## src/rtl/pwm_multi.sv

```systemverilog
// pwm_multi: N-channel PWM generator sharing one prescaler and one R-bit
// period counter. Duty values are double-buffered and take effect only at
// period boundaries. Counting is edge-aligned or center-aligned, chosen per
// period.
//
// Ports:
//   clk          system clock, rising edge
//   rst          synchronous active-low reset
//   dvsr         prescaler divisor, one count tick every dvsr+1 clocks
//   duty         packed duty values, channel i at [i*(R+1) +: R+1]
//   load         strobe: capture duty into the pending buffer
//   mode         0 = edge-aligned, 1 = center-aligned (applied at boundary)
//   inv          per-channel output inversion (unbuffered)
//   pwm_out      registered PWM outputs
//   period_start one-clock pulse on the first output cycle of each period
module pwm_multi #(
  parameter int unsigned R = 8,
  parameter int unsigned N = 4
) (
  input  logic               clk,
  input  logic               rst,
  input  logic [31:0]        dvsr,
  input  logic [N*(R+1)-1:0] duty,
  input  logic               load,
  input  logic               mode,
  input  logic [N-1:0]       inv,
  output logic [N-1:0]       pwm_out,
  output logic               period_start
);

  localparam int unsigned DW = R + 1;
  localparam logic [R-1:0] DMAX = '1;

  logic [31:0]             pre_q, pre_d;
  logic [R-1:0]            cnt_q, cnt_d;
  logic                    up_q, up_d;
  logic                    mode_act_q, mode_act_d;
  logic [N-1:0][DW-1:0]    pend_q, pend_d;
  logic [N-1:0][DW-1:0]    act_q, act_d;
  logic                    pflag_q, pflag_d;
  logic                    bnd_q;
  logic                    ps_q;
  logic [N-1:0]            pwm_q, pwm_d;
  logic                    tick_c;
  logic                    bnd_c;

  // State registers
  always_ff @(posedge clk) begin
    if (!rst) begin
      pre_q      <= '0;
      cnt_q      <= '0;
      up_q       <= 1'b1;
      mode_act_q <= 1'b0;
      pend_q     <= '0;
      act_q      <= '0;
      pflag_q    <= 1'b0;
      bnd_q      <= 1'b0;
      ps_q       <= 1'b0;
      pwm_q      <= '0;
    end else begin
      pre_q      <= pre_d;
      cnt_q      <= cnt_d;
      up_q       <= up_d;
      mode_act_q <= mode_act_d;
      pend_q     <= pend_d;
      act_q      <= act_d;
      pflag_q    <= pflag_d;
      bnd_q      <= bnd_c;
      ps_q       <= bnd_q;
      pwm_q      <= pwm_d;
    end
  end

  // Prescaler, period counter and boundary detection
  always_comb begin
    tick_c     = (pre_q == '0);
    // >= so that lowering dvsr below the current count wraps immediately
    pre_d      = (pre_q >= dvsr) ? '0 : pre_q + 32'd1;
    cnt_d      = cnt_q;
    up_d       = up_q;
    mode_act_d = mode_act_q;
    bnd_c      = 1'b0;
    if (tick_c) begin
      if (!mode_act_q) begin
        if (cnt_q == DMAX) bnd_c = 1'b1;
        else               cnt_d = cnt_q + R'(1);
      end else if (up_q) begin
        if (cnt_q == DMAX) begin
          cnt_d = DMAX - R'(1);
          up_d  = 1'b0;
        end else begin
          cnt_d = cnt_q + R'(1);
        end
      end else begin
        if (cnt_q == R'(1)) bnd_c = 1'b1;
        else                cnt_d = cnt_q - R'(1);
      end
      if (bnd_c) begin
        cnt_d      = '0;
        up_d       = 1'b1;
        mode_act_d = mode;
      end
    end
  end

  // Duty double-buffer; a load on a boundary cycle stays pending for the next one
  always_comb begin
    pend_d  = pend_q;
    act_d   = act_q;
    pflag_d = pflag_q;
    if (bnd_c && pflag_q) begin
      act_d   = pend_q;
      pflag_d = 1'b0;
    end
    if (load) begin
      for (int unsigned i = 0; i < N; i++) begin
        pend_d[i] = duty[i*DW +: DW];
      end
      pflag_d = 1'b1;
    end
  end

  // Compare; act >= 2^R is always above the counter, giving constant high
  always_comb begin
    pwm_d = '0;
    for (int unsigned i = 0; i < N; i++) begin
      pwm_d[i] = ({1'b0, cnt_q} < act_q[i]) ^ inv[i];
    end
  end

  assign pwm_out      = pwm_q;
  assign period_start = ps_q;

endmodule
```

## config.mk

```make
export PLATFORM = sky130hd
export DESIGN_NAME = pwm_multi
export DESIGN_NICKNAME = d
export VERILOG_FILES = /design/src/rtl/pwm_multi.sv
export SDC_FILE = /design/constraint.sdc
export NUM_CORES = 1
export LEC_CHECK = 0
export BUFFER_PORTS_ARGS = -buffer_cell sky130_fd_sc_hd__buf_4
export CELL_PAD_IN_SITES_DETAIL_PLACEMENT = 2
export CELL_PAD_IN_SITES_GLOBAL_PLACEMENT = 2
export CORE_UTILIZATION = 36
export DETAILED_ROUTE_END_ITERATION = 16
export PLACE_DENSITY = 0.81
export SETUP_SLACK_MARGIN = 0.15
export SKIP_CTS_REPAIR_TIMING = 1
export SYNTH_ARGS = -nofsm -noshare
export SYNTH_HDL_FRONTEND = slang
export SYNTH_SLANG_ARGS = --single-unit
```

## constraint.sdc

```tcl
create_clock -name clk -period 2.7 [get_ports clk]
set_input_delay 0.27 -clock clk [delete_from_list [all_inputs] [get_ports clk]]
set_output_delay 0.27 -clock clk [all_outputs]
set_load 0.01 [all_outputs]
```

## Word-level counts from Yosys, hierarchy flattened

Index checks and enable logic that the tools add are counted.
W data, S select, Z words.

- Eq/ne operators: 4
- Mux-type cells: 18
- Add/subtract/negate cells: 3
- Reduce and logical (&&, ||, !) cells: 8
- Bitwise logic cells: 5
- $lt $le $gt $ge: 5

Operators with widths:

| kind | number |
|---|---|
| $mux W8 | 6 |
| $lt A8 B9 Y1 | 4 |
| $add A32 B1 Y32 const B | 1 |
| $ge A32 B32 Y1 | 1 |
| $logic_not A32 Y1 | 1 |
| $mux W1 | 12 |
| $add A8 B1 Y8 const B | 1 |
| $eq A8 B1 Y1 const B | 1 |
| $eq A8 B8 Y1 const B | 1 |
| $sub A8 B1 Y8 const B | 1 |
| $ne A4 B3 Y1 const B | 1 |
| $reduce_and A2 Y1 | 2 |
| $reduce_bool A2 Y1 | 2 |
| $xor A1 B1 Y1 | 4 |
| $ne A3 B2 Y1 const B | 1 |
| $reduce_and A3 Y1 | 1 |
| $reduce_or A2 Y1 | 1 |
| $logic_and A1 B1 Y1 | 1 |
| $not A1 Y1 | 1 |

- Input port bits: 76
- Logic and storage cells: 59
- Output and inout bits: 5
- Bits in registers: 121

## Logic depth before layout (Yosys ltp)

- Word-level depth: 9
- Depth in mapped cells: 9
- Gate-level depth less buffers: 7

## Worst setup path before layout

Ideal clock, no wire load.

- Path kind: register to register
- From: register cnt_q[1]
- To: register act_q[0] (netlist bit)
- Setup time: 0.128 ns
- Stages on the path, launching flop included: 10
- Setup slack: 0.317 ns
- Path buffers: 2
- Period minus slack after synthesis: 2.383 ns
- Data arrival time: 2.255 ns
- Required time: 2.572 ns
- Cells stage by stage: dfxtp_1 inv_1 ha_1 or3b_1 or4_4 a2111oi_4 buf_6 buf_12 mux2i_1 nor2_1

- Cells in the longest elaborated chain, start to end: 7
- Elaborated cells on any way between the ends: 9
- Those cells by class: eq/ne: 2; mux: 6; reduce/logical: 1

Ends and longest elaborated chain:

| what | RTL line | source |
|---|---|---|
| from (decl) | 35 | `logic [R-1:0] cnt_q, cnt_d;` |
| from (signal assigned) | 62 | `cnt_q <= cnt_d;` |
| $eq A8 B1 Y1 | 95 | `if (cnt_q == R'(1)) bnd_c = 1'b1;` |
| $mux W1 | 95 |  |
| $mux W1 | 87 | `end else if (up_q) begin` |
| $mux W1 (*) | 84 | `if (!mode_act_q) begin` |
| $mux W1 (*) (2 in series) | 83 | `if (tick_c) begin` |
| $logic_and A1 B1 Y1 (*) | 111 | `if (bnd_c && pflag_q) begin` |
| to (signal assigned) | 66 | `act_q <= act_d;` |
| to (decl) | 39 | `logic [N-1:0][DW-1:0] act_q, act_d;` |

Every way passes the cells marked *; elsewhere a longest branch is shown, timed or not. The select of a mux whose other input is x is not followed.
A chain may end at the register's enable or synchronous reset.

## Final worst setup path

- From: register cnt_q[1]
- To: register act_q[18] (netlist bit)

Same word-level chain as after synthesis.

==> results_dict.tcl <==
set metrics [dict create \
    cts_inserted_buffers 17 \
    power_density_nw_per_um2 540 \
    synth.area.top_cells "dfxtp_1, ha_1, mux2i_1, nor2_1, inv_1" \
    drive_above_1_share_pct 17.9 \
    grt_pass1_wl_mm 34.9 \
    clk_latency_ns 0.42 \
    period_share_pct 96.0 \
    nNetsFinal 999 \
    total_power_mw 4.58 \
    clockBufferDepth 2 \
    die_h_um 140 \
    avgSynthCellArea_um2 8.91 \
    setup_violations 0 \
    yosys.area.top_type_share_pct 35.1 \
    vias 6156 \
    die_area_um2 19700 \
    ys_seq_elements 121 \
    power_leakage_nw 3.50 \
    status "completed" \
    peakVddDrop_uv 357 \
    synth_edf_count 0 \
    fin_crit_ns 2.59 \
    min_path_type "input port to flop" \
    critPathMaxFanout 9 \
    n_fill_cell 2043 \
    critPathCaptureType "flop" \
    critical_path_buf_inv_count 3 \
    synth_common_cells "dfxtp_1, nor2_1, inv_1, mux2i_1, ha_1" \
    crit_family "simple AND/OR/NAND/NOR gates" \
    gp_congestion 0.822 \
    grt_overflow 0 \
    rsz0062_at_grt "yes" \
    grt_pass1_vias 6966 \
    port_buffers 80 \
    combPwrFrac_pct 10.2 \
    register_area_um2 2420 \
    synth_warnings 0 \
    regToRegSetupSlack_ns 0.11 \
    slew_violations 0 \
    io_pins 81 \
    yosysTopAreaCell "dfxtp_1" \
    clkSinkCount 121 \
    worst_pin_slew_ns 0.663 \
    whs_ns 0.0848 \
    seq_power_share_pct 40.9 \
    r2r_cells 9 \
    core_area_um2 18800 \
    synthFlopType "dfxtp_1" \
    clockRootBuffer "clkbuf_16" \
    p_clk_share_pct 48.9 \
    syn_to_final_growth_pct 23.1 \
    cp_cell_sequence "inv_2, ha_4, or3b_4, or4_4, a2111oi_4, buf_6, buf_12, mux2i_1, nor2_1" \
    drt_iter0_markers 170 \
    grt_max_degree 39 \
    multi_input_comb_area_um2 4040 \
    first_pass_iters 4 \
    p_sw_share_pct 24.9 \
    maxCapViolCount 0 \
    slew_headroom_pct 55.8 \
    drt-total-wl_mm 23.0 \
    cpMaxStageDelayCell "or4_4" \
    cts_tree "built" \
    fin_setup_tns_ns 0 \
    via_per_inst 5.57 \
    cts-htree-levels 4 \
    cp.arrival_ns 2.87 \
    finClkSkew_ns 0.0102 \
    post-route-drc-count 0 \
    ant_nets 0 \
    die_x_um 140 \
    synth_cells 774 \
    cpPeakStageDelay_ns 0.44 \
    hold-path-cell-count 3 \
    worst-setup-path-type "flop to flop" \
    clk_pin_slew_worst_paths_ns 0.06 \
    num_rows 50 \
    synth_cell_type_count 61 \
    ys_async_sr_fraction_pct 0 \
    timing.fmax_ghz 0.386 \
    start_util_pct 36.8 \
    worstPathRequired_ns 2.98 \
    hold_violations 0 \
    final_cells 1105 \
    ys_seq_area_share_pct 35.1 \
    track_usage_pct 22.6 \
    synth_area_um2 6900 \
    synth_nets 915 \
    dp_hpwl_mm 15.1 \
    p_int_mw 3.44 \
    yosysMostFrequentCell "dfxtp_1" \
    dp_cells 1065 \
    wl_per_cell_um 20.8 \
    switching_power_mw 1.14 \
    n_antenna_cell 0 \
    path_depth 9 \
    cp-start-kind "flop" \
    antenna_found_initial 0 \
]
==> area by class of cell <==
cell class	count	area share (%)
tap	234	3.45
multi-input combinational	536	47.6
clock buffer	21	5.31
timing repair buffer	108	10.4
inverter	74	3.27
sequential	121	28.6
clock inverter	11	1.44
==> flip-flops by register name, indices dropped and copies added (netlist names) <==
register and count:
pflag_q 1, up_q 1, pwm_out 4, bnd_q 1
pre_q 32, mode_act_q 1, act_q 36, pend_q 36
cnt_q 8, period_start 1
==> logic make-up (layout without fill, tap and decap cells) <==
kind of cell / count (synthesis) / in the layout / synth area share [%]
and+or+nand+nor: 238 / 238 / 17.4
adders and majority gates: 65 / 65 / 11.8
muxes: 72 / 72 / 10.4
xor gates and xnor gates: 35 / 35 / 4.44
buffers and inverters: 117 / 214 / 7.31
DFF: 121 / 121 / 35.1
AOI/OAI and AO/OA: 126 / 126 / 13.5
==> worst paths after layout <==
kind | from | to
setup / recovery | cnt_q[1] | act_q[18]
hold / removal | duty[26] | pend_q[26]
setup reg to reg | cnt_q[1] | act_q[18]
hold reg to reg | bnd_q | period_start
==> worst register-to-register path: stages, from the launching register on <==
cell and delay, ns:
dfxtp_2 0.32, inv_2 0.08, ha_4 0.14, or3b_4 0.37
or4_4 0.44, a2111oi_4 0.37, buf_6 0.23, buf_12 0.18
mux2i_1 0.24, nor2_1 0.08
==> layer usage <==
metal,global-route usage (%),vias up,part of all wire (%)
li1,-,2905,-
met1,23.9,3102,41
met2,44.7,115,55
met3,4.07,34,2.6
met4,7.58,0,2.0
met5,0,-,0
==> through the flow <==
step | instance area (um^2) | utilization, % | worst slack, ns
3_3_place_gp | 7740 | 41.2 | 0.319
4_1_cts | 8310 | 44.3 | 0.116
3_5_place_dp | 7740 | 41.2 | 0.125
2_1_floorplan | 6900 | - | 0.317
6_report | 8490 | 45.2 | 0.109
5_1_grt | 8490 | 45.2 | 0.0306
==> power groups by stage <==
stage,Clock (mW),Combinational [mW],Sequential (mW)
floorplan,0,0.243,1.90
global placement,0,0.414,1.90
detailed placement,0,0.448,1.91
CTS,2.28,0.455,1.87
global route,2.36,0.513,1.88
finish,2.24,0.467,1.87
==> cells in the final DEF (no fill, tap or decap), types with 3 or more instances in the layout <==
master / Yosys / final
xnor2_1: 24 / 24
or3_1: 4 / 4
clkinvlp_4: 0 / 4
a21oi_1: 20 / 20
xor2_1: 11 / 11
nor2_1: 91 / 91
nand3_1: 13 / 13
nor4b_1: 3 / 3
nand4_1: 13 / 13
o311a_1: 3 / 3
a211oi_1: 34 / 33
a31oi_1: 6 / 6
mux2i_1: 72 / 68
nor3_1: 14 / 14
clkbuf_1: 33 / 3
nand2_1: 34 / 34
o21ai_0: 11 / 11
buf_4: 0 / 101
clkbuf_16: 0 / 19
a221o_1: 5 / 5
o211ai_1: 5 / 5
ha_1: 65 / 64
nand2b_1: 9 / 9
inv_1: 74 / 72
or2_2: 3 / 3
buf_6: 2 / 3
a21o_1: 13 / 13
and2_1: 3 / 3
and4_1: 6 / 6
nor4_1: 12 / 12
dfxtp_1: 121 / 119
a311o_1: 4 / 4
nor2b_1: 3 / 3
nand4b_1: 7 / 7
nand3b_1: 4 / 4
and3_1: 12 / 12
clkinv_2: 0 / 3
(Power assumes the default switching activity.)
